[src/rtl/router_pkg.sv]
// router_pkg
//   Shared definitions for the deflection router permutation stage.
//   Flit layout: [10] golden, [9] silver, [8:6] age, [5:3] dest x, [2:0] dest y.
//   Contents:
//     flit_t      - one flit
//     port_e      - output port identifiers (N=0, S=1, E=2, W=3)
//     arb_kind_e  - steering rule used by a 2x2 arbiter block
//     prod_port() - productive output port of a flit at a given router
//     age_inc()   - saturating age increment applied on traversal
package router_pkg;

  localparam int FW      = 11;
  localparam int GOLD_B  = 10;
  localparam int SILV_B  = 9;
  localparam int AGE_MSB = 8;
  localparam int AGE_LSB = 6;
  localparam int DX_MSB  = 5;
  localparam int DX_LSB  = 3;
  localparam int DY_MSB  = 2;
  localparam int DY_LSB  = 0;

  typedef logic [FW-1:0] flit_t;

  typedef enum logic [1:0] {
    PORT_N = 2'd0,
    PORT_S = 2'd1,
    PORT_E = 2'd2,
    PORT_W = 2'd3
  } port_e;

  // ARB_STAGE1 sends the winner to o0 (block C) when it wants N/S, else o1 (block D).
  // ARB_PAIR_NS / ARB_PAIR_EW are the final blocks: o0 is the first port of the pair.
  typedef enum logic [1:0] {
    ARB_STAGE1  = 2'd0,
    ARB_PAIR_NS = 2'd1,
    ARB_PAIR_EW = 2'd2
  } arb_kind_e;

  // X is resolved before Y; a flit already at its destination maps to N.
  function automatic port_e prod_port(input flit_t f, input logic [2:0] myX, input logic [2:0] myY);
    logic [2:0] dx;
    logic [2:0] dy;
    dx = f[DX_MSB:DX_LSB];
    dy = f[DY_MSB:DY_LSB];
    if (dx > myX)      prod_port = PORT_E;
    else if (dx < myX) prod_port = PORT_W;
    else if (dy > myY) prod_port = PORT_N;
    else if (dy < myY) prod_port = PORT_S;
    else               prod_port = PORT_N;
  endfunction

  function automatic flit_t age_inc(input flit_t f);
    flit_t r;
    r = f;
    if (f[AGE_MSB:AGE_LSB] != 3'd7) r[AGE_MSB:AGE_LSB] = f[AGE_MSB:AGE_LSB] + 3'd1;
    return r;
  endfunction

endpackage

[src/rtl/perm_arb2x2.sv]
// perm_arb2x2
//   One 2x2 block of the permutation network. Picks a winner between two
//   flits by priority (valid, golden, silver, age), breaks full ties with a
//   per-block toggle, and steers the winner toward its productive side.
//   Ports:
//     clk, rst_n     - clock, async active-low reset (clears the toggle)
//     a_i/av_i       - upper input flit and valid
//     b_i/bv_i       - lower input flit and valid
//     o0_o/ov0_o     - first output flit and valid
//     o1_o/ov1_o     - second output flit and valid
module perm_arb2x2 import router_pkg::*; #(
  parameter arb_kind_e  KIND = ARB_STAGE1,
  parameter logic [2:0] MY_X = 3'd0,
  parameter logic [2:0] MY_Y = 3'd0
) (
  input  logic  clk,
  input  logic  rst_n,
  input  flit_t a_i,
  input  logic  av_i,
  input  flit_t b_i,
  input  logic  bv_i,
  output flit_t o0_o,
  output logic  ov0_o,
  output flit_t o1_o,
  output logic  ov1_o
);

  logic toggle_q, toggle_d;
  logic [5:0] keyA, keyB;
  logic tie, aWins, toHigh;
  flit_t winF, loseF;
  logic winV, loseV;
  port_e winPort;

  // Priority key: the valid bit on top makes a lone valid flit always win;
  // the rest ranks golden, then silver, then age.
  always_comb begin
    keyA  = {av_i, a_i[GOLD_B], a_i[SILV_B], a_i[AGE_MSB:AGE_LSB]};
    keyB  = {bv_i, b_i[GOLD_B], b_i[SILV_B], b_i[AGE_MSB:AGE_LSB]};
    tie   = av_i && bv_i && (keyA == keyB);
    aWins = (keyA > keyB) || ((keyA == keyB) && !toggle_q);
    toggle_d = toggle_q ^ tie;

    winF  = aWins ? a_i  : b_i;
    winV  = aWins ? av_i : bv_i;
    loseF = aWins ? b_i  : a_i;
    loseV = aWins ? bv_i : av_i;

    winPort = prod_port(winF, MY_X, MY_Y);
    if (KIND == ARB_STAGE1)       toHigh = !((winPort == PORT_N) || (winPort == PORT_S));
    else if (KIND == ARB_PAIR_NS) toHigh = (winPort == PORT_S);
    else                          toHigh = (winPort == PORT_W);

    o0_o  = toHigh ? loseF : winF;
    ov0_o = toHigh ? loseV : winV;
    o1_o  = toHigh ? winF  : loseF;
    ov1_o = toHigh ? winV  : loseV;
  end

  always_ff @(posedge clk or negedge rst_n) begin
    if (!rst_n) toggle_q <= 1'b0;
    else        toggle_q <= toggle_d;
  end

endmodule

[src/rtl/permute_stage.sv]
// permute_stage
//   Pipeline stage 2 of the bufferless deflection router. Registers the four
//   incoming flits, routes them through a two-level network of 2x2 arbiters
//   and registers the result, so every valid flit leaves on exactly one port
//   two edges after it was presented.
//   Ports:
//     clk, rst_n        - clock, async active-low reset
//     in_n/s/e/w        - input flits, iv_n/s/e/w their valids
//     out_n/s/e/w       - output flits (zero when invalid), ov_n/s/e/w valids
//     defl_cnt          - saturating count of deflected flits
//   Configuration macro: PERM_STATS_EN enables the deflection counter;
//   without it defl_cnt is tied to zero.
module permute_stage import router_pkg::*; #(
  parameter logic [2:0] MY_X = 3'd0,
  parameter logic [2:0] MY_Y = 3'd0
) (
  input  logic          clk,
  input  logic          rst_n,
  input  logic [FW-1:0] in_n,
  input  logic [FW-1:0] in_s,
  input  logic [FW-1:0] in_e,
  input  logic [FW-1:0] in_w,
  input  logic          iv_n,
  input  logic          iv_s,
  input  logic          iv_e,
  input  logic          iv_w,
  output logic [FW-1:0] out_n,
  output logic [FW-1:0] out_s,
  output logic [FW-1:0] out_e,
  output logic [FW-1:0] out_w,
  output logic          ov_n,
  output logic          ov_s,
  output logic          ov_e,
  output logic          ov_w,
  output logic [15:0]   defl_cnt
);

  flit_t inFlit_q [4];
  logic [3:0] inValid_q;
  flit_t aO0, aO1, bO0, bO1;
  logic aV0, aV1, bV0, bV1;
  flit_t netFlit [4];
  logic [3:0] netValid;
  flit_t outFlit_d [4];
  flit_t outFlit_q [4];
  logic [3:0] outValid_q;

  always_ff @(posedge clk or negedge rst_n) begin
    if (!rst_n) begin
      for (int p = 0; p < 4; p++) inFlit_q[p] <= '0;
      inValid_q <= '0;
    end else begin
      inFlit_q[PORT_N] <= in_n;
      inFlit_q[PORT_S] <= in_s;
      inFlit_q[PORT_E] <= in_e;
      inFlit_q[PORT_W] <= in_w;
      inValid_q <= {iv_w, iv_e, iv_s, iv_n};
    end
  end

  // Stage 1: A = {N,E}, B = {S,W}. Output 0 of each feeds C, output 1 feeds D.
  perm_arb2x2 #(.KIND(ARB_STAGE1), .MY_X(MY_X), .MY_Y(MY_Y)) uArbA (
    .clk(clk), .rst_n(rst_n),
    .a_i(inFlit_q[PORT_N]), .av_i(inValid_q[PORT_N]),
    .b_i(inFlit_q[PORT_E]), .bv_i(inValid_q[PORT_E]),
    .o0_o(aO0), .ov0_o(aV0), .o1_o(aO1), .ov1_o(aV1)
  );

  perm_arb2x2 #(.KIND(ARB_STAGE1), .MY_X(MY_X), .MY_Y(MY_Y)) uArbB (
    .clk(clk), .rst_n(rst_n),
    .a_i(inFlit_q[PORT_S]), .av_i(inValid_q[PORT_S]),
    .b_i(inFlit_q[PORT_W]), .bv_i(inValid_q[PORT_W]),
    .o0_o(bO0), .ov0_o(bV0), .o1_o(bO1), .ov1_o(bV1)
  );

  // Stage 2: C drives {N,S}, D drives {E,W}.
  perm_arb2x2 #(.KIND(ARB_PAIR_NS), .MY_X(MY_X), .MY_Y(MY_Y)) uArbC (
    .clk(clk), .rst_n(rst_n),
    .a_i(aO0), .av_i(aV0), .b_i(bO0), .bv_i(bV0),
    .o0_o(netFlit[PORT_N]), .ov0_o(netValid[PORT_N]),
    .o1_o(netFlit[PORT_S]), .ov1_o(netValid[PORT_S])
  );

  perm_arb2x2 #(.KIND(ARB_PAIR_EW), .MY_X(MY_X), .MY_Y(MY_Y)) uArbD (
    .clk(clk), .rst_n(rst_n),
    .a_i(aO1), .av_i(aV1), .b_i(bO1), .bv_i(bV1),
    .o0_o(netFlit[PORT_E]), .ov0_o(netValid[PORT_E]),
    .o1_o(netFlit[PORT_W]), .ov1_o(netValid[PORT_W])
  );

  // Invalid slots are forced to zero so the links never see stale data.
  always_comb begin
    for (int p = 0; p < 4; p++) outFlit_d[p] = netValid[p] ? age_inc(netFlit[p]) : '0;
  end

  always_ff @(posedge clk or negedge rst_n) begin
    if (!rst_n) begin
      for (int p = 0; p < 4; p++) outFlit_q[p] <= '0;
      outValid_q <= '0;
    end else begin
      for (int p = 0; p < 4; p++) outFlit_q[p] <= outFlit_d[p];
      outValid_q <= netValid;
    end
  end

  assign out_n = outFlit_q[PORT_N];
  assign out_s = outFlit_q[PORT_S];
  assign out_e = outFlit_q[PORT_E];
  assign out_w = outFlit_q[PORT_W];
  assign ov_n  = outValid_q[PORT_N];
  assign ov_s  = outValid_q[PORT_S];
  assign ov_e  = outValid_q[PORT_E];
  assign ov_w  = outValid_q[PORT_W];

`ifdef PERM_STATS_EN
  logic [2:0]  deflNum;
  logic [16:0] deflSum;
  logic [15:0] deflCnt_q, deflCnt_d;

  // Counts flits landing on a port other than their productive one, in the
  // same cycle they are registered onto the outputs.
  always_comb begin
    deflNum = '0;
    for (int p = 0; p < 4; p++) begin
      if (netValid[p] && (prod_port(netFlit[p], MY_X, MY_Y) != port_e'(p[1:0])))
        deflNum = deflNum + 3'd1;
    end
    deflSum   = {1'b0, deflCnt_q} + {14'd0, deflNum};
    deflCnt_d = deflSum[16] ? 16'hFFFF : deflSum[15:0];
  end

  always_ff @(posedge clk or negedge rst_n) begin
    if (!rst_n) deflCnt_q <= '0;
    else        deflCnt_q <= deflCnt_d;
  end

  assign defl_cnt = deflCnt_q;
`else
  assign defl_cnt = 16'h0000;
`endif

endmodule

[config.mk]
export PLATFORM = sky130hd
export DESIGN_NAME = permute_stage
export DESIGN_NICKNAME = d
export VERILOG_FILES = /design/src/rtl/router_pkg.sv /design/src/rtl/perm_arb2x2.sv /design/src/rtl/permute_stage.sv
export SDC_FILE = /design/constraint.sdc
export NUM_CORES = 1
export LEC_CHECK = 0
export CORE_MARGIN = 5
export CORE_UTILIZATION = 45
export CTS_BUF_LIST = sky130_fd_sc_hd__clkbuf_4
export CTS_CLUSTER_DIAMETER = 150
export CTS_CLUSTER_SIZE = 14
export DETAILED_ROUTE_END_ITERATION = 6
export GPL_TIMING_DRIVEN = 1
export PLACE_DENSITY = 0.71
export SLEW_MARGIN = 20
export SYNTH_ARGS = -nofsm -noshare
export SYNTH_HDL_FRONTEND = slang
export SYNTH_SLANG_ARGS = --single-unit
[constraint.sdc]
create_clock -name clk -period 14.7 [get_ports clk]
set_clock_uncertainty 0.1 [all_clocks]
set_input_delay 3.675 -clock clk [delete_from_list [all_inputs] [get_ports clk]]
set_output_delay 3.675 -clock clk [all_outputs]
set_load 0.01 [all_outputs]
[After elaboration in Yosys (flattened, before gate mapping)]
Cells that the tools add are included.
Widths: inputs -> output; s select.
Storage, ports and cells
  bits in latches: 0
  ROM bits: 0
  word-level logic and storage cells: 134
  output and inout bits: 64
  bits in registers: 100
  memories kept: 0
  RAM bits: 0
Operators by class
  multiplexer cells: 56
  divide/modulo/power cells: 0
  bitwise operators: 4
  add/sub/neg operators: 4
  shift operators: 0
  equal/unequal tests: 12
  multiply operators: 0
  $lt $le $gt $ge: 20
  reduce and logical (&&, ||, !) cells: 24
Operators with widths (number)
  $mux 11: 20
  $eq 6x6->1: 4
  $gt 3x1->1 const B: 8
  $gt 6x6->1: 4
  $lt 3x1->1 const B: 8
  $mux 2: 12
  $mux 1: 20
  $add 3x1->3 const B: 4
  $logic_and 1x1->1: 12
  $mux 3: 4
  $ne 3x3->1 const B: 4
  $eq 2x1->1 const B: 3
  $logic_or 1x1->1: 6
  $logic_not 1->1: 4
  $logic_not 2->1: 2
  $xor 1x1->1: 4
  $eq 2x2->1 const B: 1

[Longest topological paths before layout]
  depth after elaboration: 26
  depth in mapped cells: 27
  gate-level depth less buffers: 22

[Modules after synthesis]
A second synthesis with hierarchy kept.
Second synthesis, totals
  cells, all modules: 439
  area, all modules: 5590.4 µm²
Modules (own cells, without submodules)
  permute_stage: cells each 185, area an instance 3070.4 µm², instances 1
  perm_arb2x2 (uArbA ...): cells each 72, area an instance 639.4 µm², instances 2
  perm_arb2x2 (uArbC ...): cells each 55, area an instance 620.6 µm², instances 2

[Least setup slack after synthesis]
No wires, ideal clock.
  path kind: reg-to-reg
  from: register inValid_q[2]
  to: register outFlit_q, in the netlist out_s[6]
  setup time: 78 ps
  slack: 9766 ps
  cell stages (with the launch flop): 23
  clock period less this slack: 4934 ps
  arrival time: 4756 ps
  data required time: 14522 ps
  cell sequence: dfrtp_1 > inv_1 > ha_1 > nand4_1 > o221ai_2 > nand3_1 > nand2_1 > buf_2 > mux2_1 > ha_1 > nand2_1 > or3_1 > a2bb2oi_1 > and2_1 > clkbuf_1 > buf_2 > a211oi_1 > a31oi_1 > and2_1 > ha_1 > o21ai_0 > or4_1 > a21boi_1
RTL lines
  from (decl): line permute_stage.sv:39  | logic [3:0] inValid_q;
  from (signal assigned): line permute_stage.sv:57  | inValid_q <= {iv_w, iv_e, iv_s, iv_n};
  to (decl): line permute_stage.sv:45  | flit_t outFlit_q [4];

==> flow_metrics.tcl <==
set metrics [dict create \
    final_design_area_no_fill_um2 6500 \
    worst_ep_required_time_ps 15010 \
    setup_slack_ps 8370 \
    timing.final.crit_share_pct 43.1 \
    area_of_the_core_um2 11500 \
    first_pass_iters 5 \
    timing.critical_path.fanout_max 22 \
    p_leak_nw 2.93 \
    vdd.ir_drop.worst_v 0.0000892 \
    cts_max_level 3 \
    setup_tns_ps 0 \
    layout.filler_cells 966 \
    crit_path_start_kind "register" \
    die_area_um2 14100 \
    synth_top_flop_cell "dfrtp_1" \
    synth_area_um2 5310 \
    synth.ff_latch_count 100 \
    crit_slowest_cell "a21boi_1" \
    final_cells 758 \
    p_per_area_nw_per_um2 140 \
    grt_pass1_vias 4185 \
    max_slew_violation_count 0 \
    finalHoldViolations 0 \
    antenna_found_initial 0 \
    run_status "finished, final reports clean" \
    insertedDiodeCount 0 \
    grt_first_pass_wirelength_mm 21.9 \
    async_reset_ff_share_pct 100 \
    layout_cell_share_with_drive_strength_beyond_1_pct 8.13 \
    synthDistinctLibCells 63 \
    post_cts.resized_instances 0 \
    io-pin-count 114 \
    top_layer "met4" \
    timing.final.setup_violations 0 \
    grt_util_all_layers_pct 19.5 \
    clock_sink_count 100 \
    met1_length_mm 5.83 \
    ctsRootBufferMaster "clkbuf_4" \
    ws_path_type "register to register" \
    timing.critical_path.cells "inv_1 -> ha_1 -> nand4_1 -> nor2_1 -> nand2_1 -> nand3_1 -> nand2_1 -> a21boi_1 -> inv_1 -> ha_1 -> o21ba_2 -> nor2_1 -> a21oi_1 -> nand2_1 -> o211ai_1 -> and2_1 -> ha_1 -> o21ai_0 -> or4bb_1 -> a21boi_1" \
    avg_vias_per_cell 5.58 \
    max-clock-path-buffers 2 \
    preCtsSetupSlack_ps 8490 \
    rsz0062_at_grt "no" \
    final.hold.worst_slack_ps 388 \
    syn-instance-count 520 \
    detailedPlacementHpwl_mm 10.2 \
    chipWidth_um 119 \
    timing.hold.worst.start "uArbB.toggle_q$_DFF_PN0_" \
    power.total_mw 0.914 \
    end_kind "register" \
    ant_nets 0 \
    fin_nets 692 \
    crit_path_max_incr_delay_ps 760 \
    max_freq_mhz 158 \
    period_needed_ps 6330 \
    crit_reg_reg_startpoint "inValid_q[2]$_DFF_PN0_" \
    post_dp_cell_area_um2 6320 \
    initial_core_util_pct 46.1 \
    synth_enable_flop_cells 0 \
    met2WireLength_mm 6.18 \
    syn_avg_cell_area_um2 10.2 \
    post-route-drc-count 0 \
    rr_endpoint "out_e[7]$_DFF_PN0_" \
    seqCellArea_um2 2500 \
    worstHoldEndpoint "uArbB.toggle_q$_DFF_PN0_" \
    ys_warn_count 0 \
    cts.reportedPaths.clkPinSlew_ps 150 \
    maxCapViolations 0 \
    r2r_slack_ps 8370 \
    grt_overflow 0 \
    route.detailed.wl_per_inst_um 17.8 \
    drt_first_iter_violations 336 \
    place.detailed.instances 742 \
    routed_wirelength_mm 13.5 \
    flow.area_growth_from_synthesis_pct 22.5 \
    vias 4230 \
    timing.critical_path.arrival_ps 6650 \
    maxSlewHeadroom_pct 35.8 \
    post-cts-setup-buffers 0 \
    hold_path_cells 1 \
    yosysSeqAreaShare_pct 47.1 \
    die_height_um 119 \
    placementRows 39 \
    routed_wire_length_on_met3_mm 1.16 \
    cts-buffers-inserted 9 \
    place.port_buffers 97 \
    worst_skew_pair.late_latency_ps 500 \
    cts_hold_buffers 0 \
    cts_tree "yes" \
    finalWeightedCongestion 0.914 \
    finalCoreUtilization_pct 56.5 \
    maximum_number_of_pins_on_one_net_before_global_route_repair 54 \
    depth_of_the_most_critical_reg_to_reg_path 20 \
    tightestPinTransition_ps 964 \
    worstHoldPathType "register to register" \
    multi_input_comb_area_um2 2550 \
]
[cell usage in the layout (no fill, tap or decap), types with 14 or more instances in the layout]
cell type and count:
mux2_2 19, a21oi_1 26, inv_1 25, clkdlybuf4s50_1 96, o21ai_0 14, a31oi_1 16, nor2_1 30, conb_1 16
ha_1 32, dfrtp_1 100, nand2_1 50, mux2i_1 21, and3_1 14
[final cells by class]
| class | count | area share, % |
|---|---|---|
| Multi-Input combinational cell | 373 | 39.2 |
| Timing Repair Buffer | 100 | 15.2 |
| Clock inverter | 7 | 1.77 |
| Sequential cell | 100 | 38.5 |
| Tap cell | 143 | 2.75 |
| Inverter | 26 | 1.50 |
| Clock buffer | 9 | 1.04 |
[logic make-up after synthesis]
family / after synthesis / share of synthesized area, %
simple gates: 164 / 15.5
compound gates: 114 / 14.3
flops: 100 / 47.1
buf+inv: 62 / 5.87
mux: 43 / 8.88
fa+ha+maj: 32 / 7.54
xor+xnor: 4 / 0.660
other cells: 1 / 0.0706
[where the power goes]
| group | switching (mW) | leakage [nW] | internal [mW] |
|---|---|---|---|
| sequential | 0.0234 | 1.23 | 0.328 |
| combinational | 0.199 | 1.61 | 0.186 |
| clock | 0.0912 | 0.0936 | 0.0854 |
[critical path: cells and delay by family, from the launching register on]
kind / cells / cell delay [ps]
buffers and inverters: 2 / 370
flip-flops: 1 / 440
AND/OR/NAND/NOR: 9 / 2630
AO/OA/AOI/OAI: 6 / 1830
adder cells (fa/ha/maj): 3 / 880
[state kept, by name, summed over array words and instances (netlist names)]
| name | cells |
|---|---|
| inFlit_q | 44 |
| inValid_q | 4 |
| outValid_q | 4 |
| out_e | 11 |
| out_n | 11 |
| out_s | 11 |
| out_w | 11 |
| uArbA.toggle_q | 1 |
| uArbB.toggle_q | 1 |
| uArbC.toggle_q | 1 |
| uArbD.toggle_q | 1 |
[Yosys cell counts (3+ instances only)]
| library cell | number | area [um^2] |
|---|---|---|
| a211oi_1 | 12 | 90.1 |
| a21boi_0 | 3 | 22.5 |
| a21boi_1 | 6 | 45.0 |
| a21oi_1 | 26 | 130 |
| a31oi_1 | 16 | 100 |
| and2_1 | 9 | 56.3 |
| and3_1 | 14 | 87.6 |
| buf_2 | 5 | 25.0 |
| buf_4 | 17 | 128 |
| clkbuf_1 | 11 | 41.3 |
| dfrtp_1 | 100 | 2500 |
| ha_1 | 32 | 400 |
| inv_1 | 25 | 93.8 |
| mux2_2 | 19 | 214 |
| mux2i_1 | 21 | 210 |
| nand2_1 | 50 | 188 |
| nand2b_1 | 3 | 18.8 |
| nand3_1 | 12 | 60.1 |
| nand4_1 | 5 | 31.3 |
| nor2_1 | 30 | 113 |
| nor3_1 | 12 | 60.1 |
| nor4_1 | 7 | 43.8 |
| o211ai_1 | 8 | 60.1 |
| o21a_1 | 6 | 45.0 |
| o21ai_0 | 14 | 70.1 |
| o21ai_1 | 4 | 20.0 |
| or3_1 | 5 | 31.3 |
| xnor2_1 | 4 | 35.0 |
[metal layers]
| metal | track usage [%] | vias to the layer above |
|---|---|---|
| met2 | 30.8 | 213 |
| met3 | 6.45 | 34 |
| li1 | - | 2012 |
| met1 | 24.8 | 1971 |
| met5 | 0 | - |
| met4 | 7.53 | 0 |
[how the worst max path moves through the flow]
stage / from / endpoint / slack, ps / depth (start not counted)
3_3_place_gp: inFlit_q[28]$_DFF_PN0_ / out_n[6]$_DFF_PN0_ / 8710 / 20
3_5_place_dp: inValid_q[2]$_DFF_PN0_ / out_e[7]$_DFF_PN0_ / 8490 / 20
2_1_floorplan: inValid_q[2]$_DFF_PN0_ / out_s[6]$_DFF_PN0_ / 9770 / 22
5_1_grt: inValid_q[2]$_DFF_PN0_ / out_w[6]$_DFF_PN0_ / 7750 / 22
6_report: inValid_q[2]$_DFF_PN0_ / out_e[7]$_DFF_PN0_ / 8370 / 20
4_1_cts: inValid_q[2]$_DFF_PN0_ / out_e[7]$_DFF_PN0_ / 8430 / 21
Power figures use the tool's default switching activity.
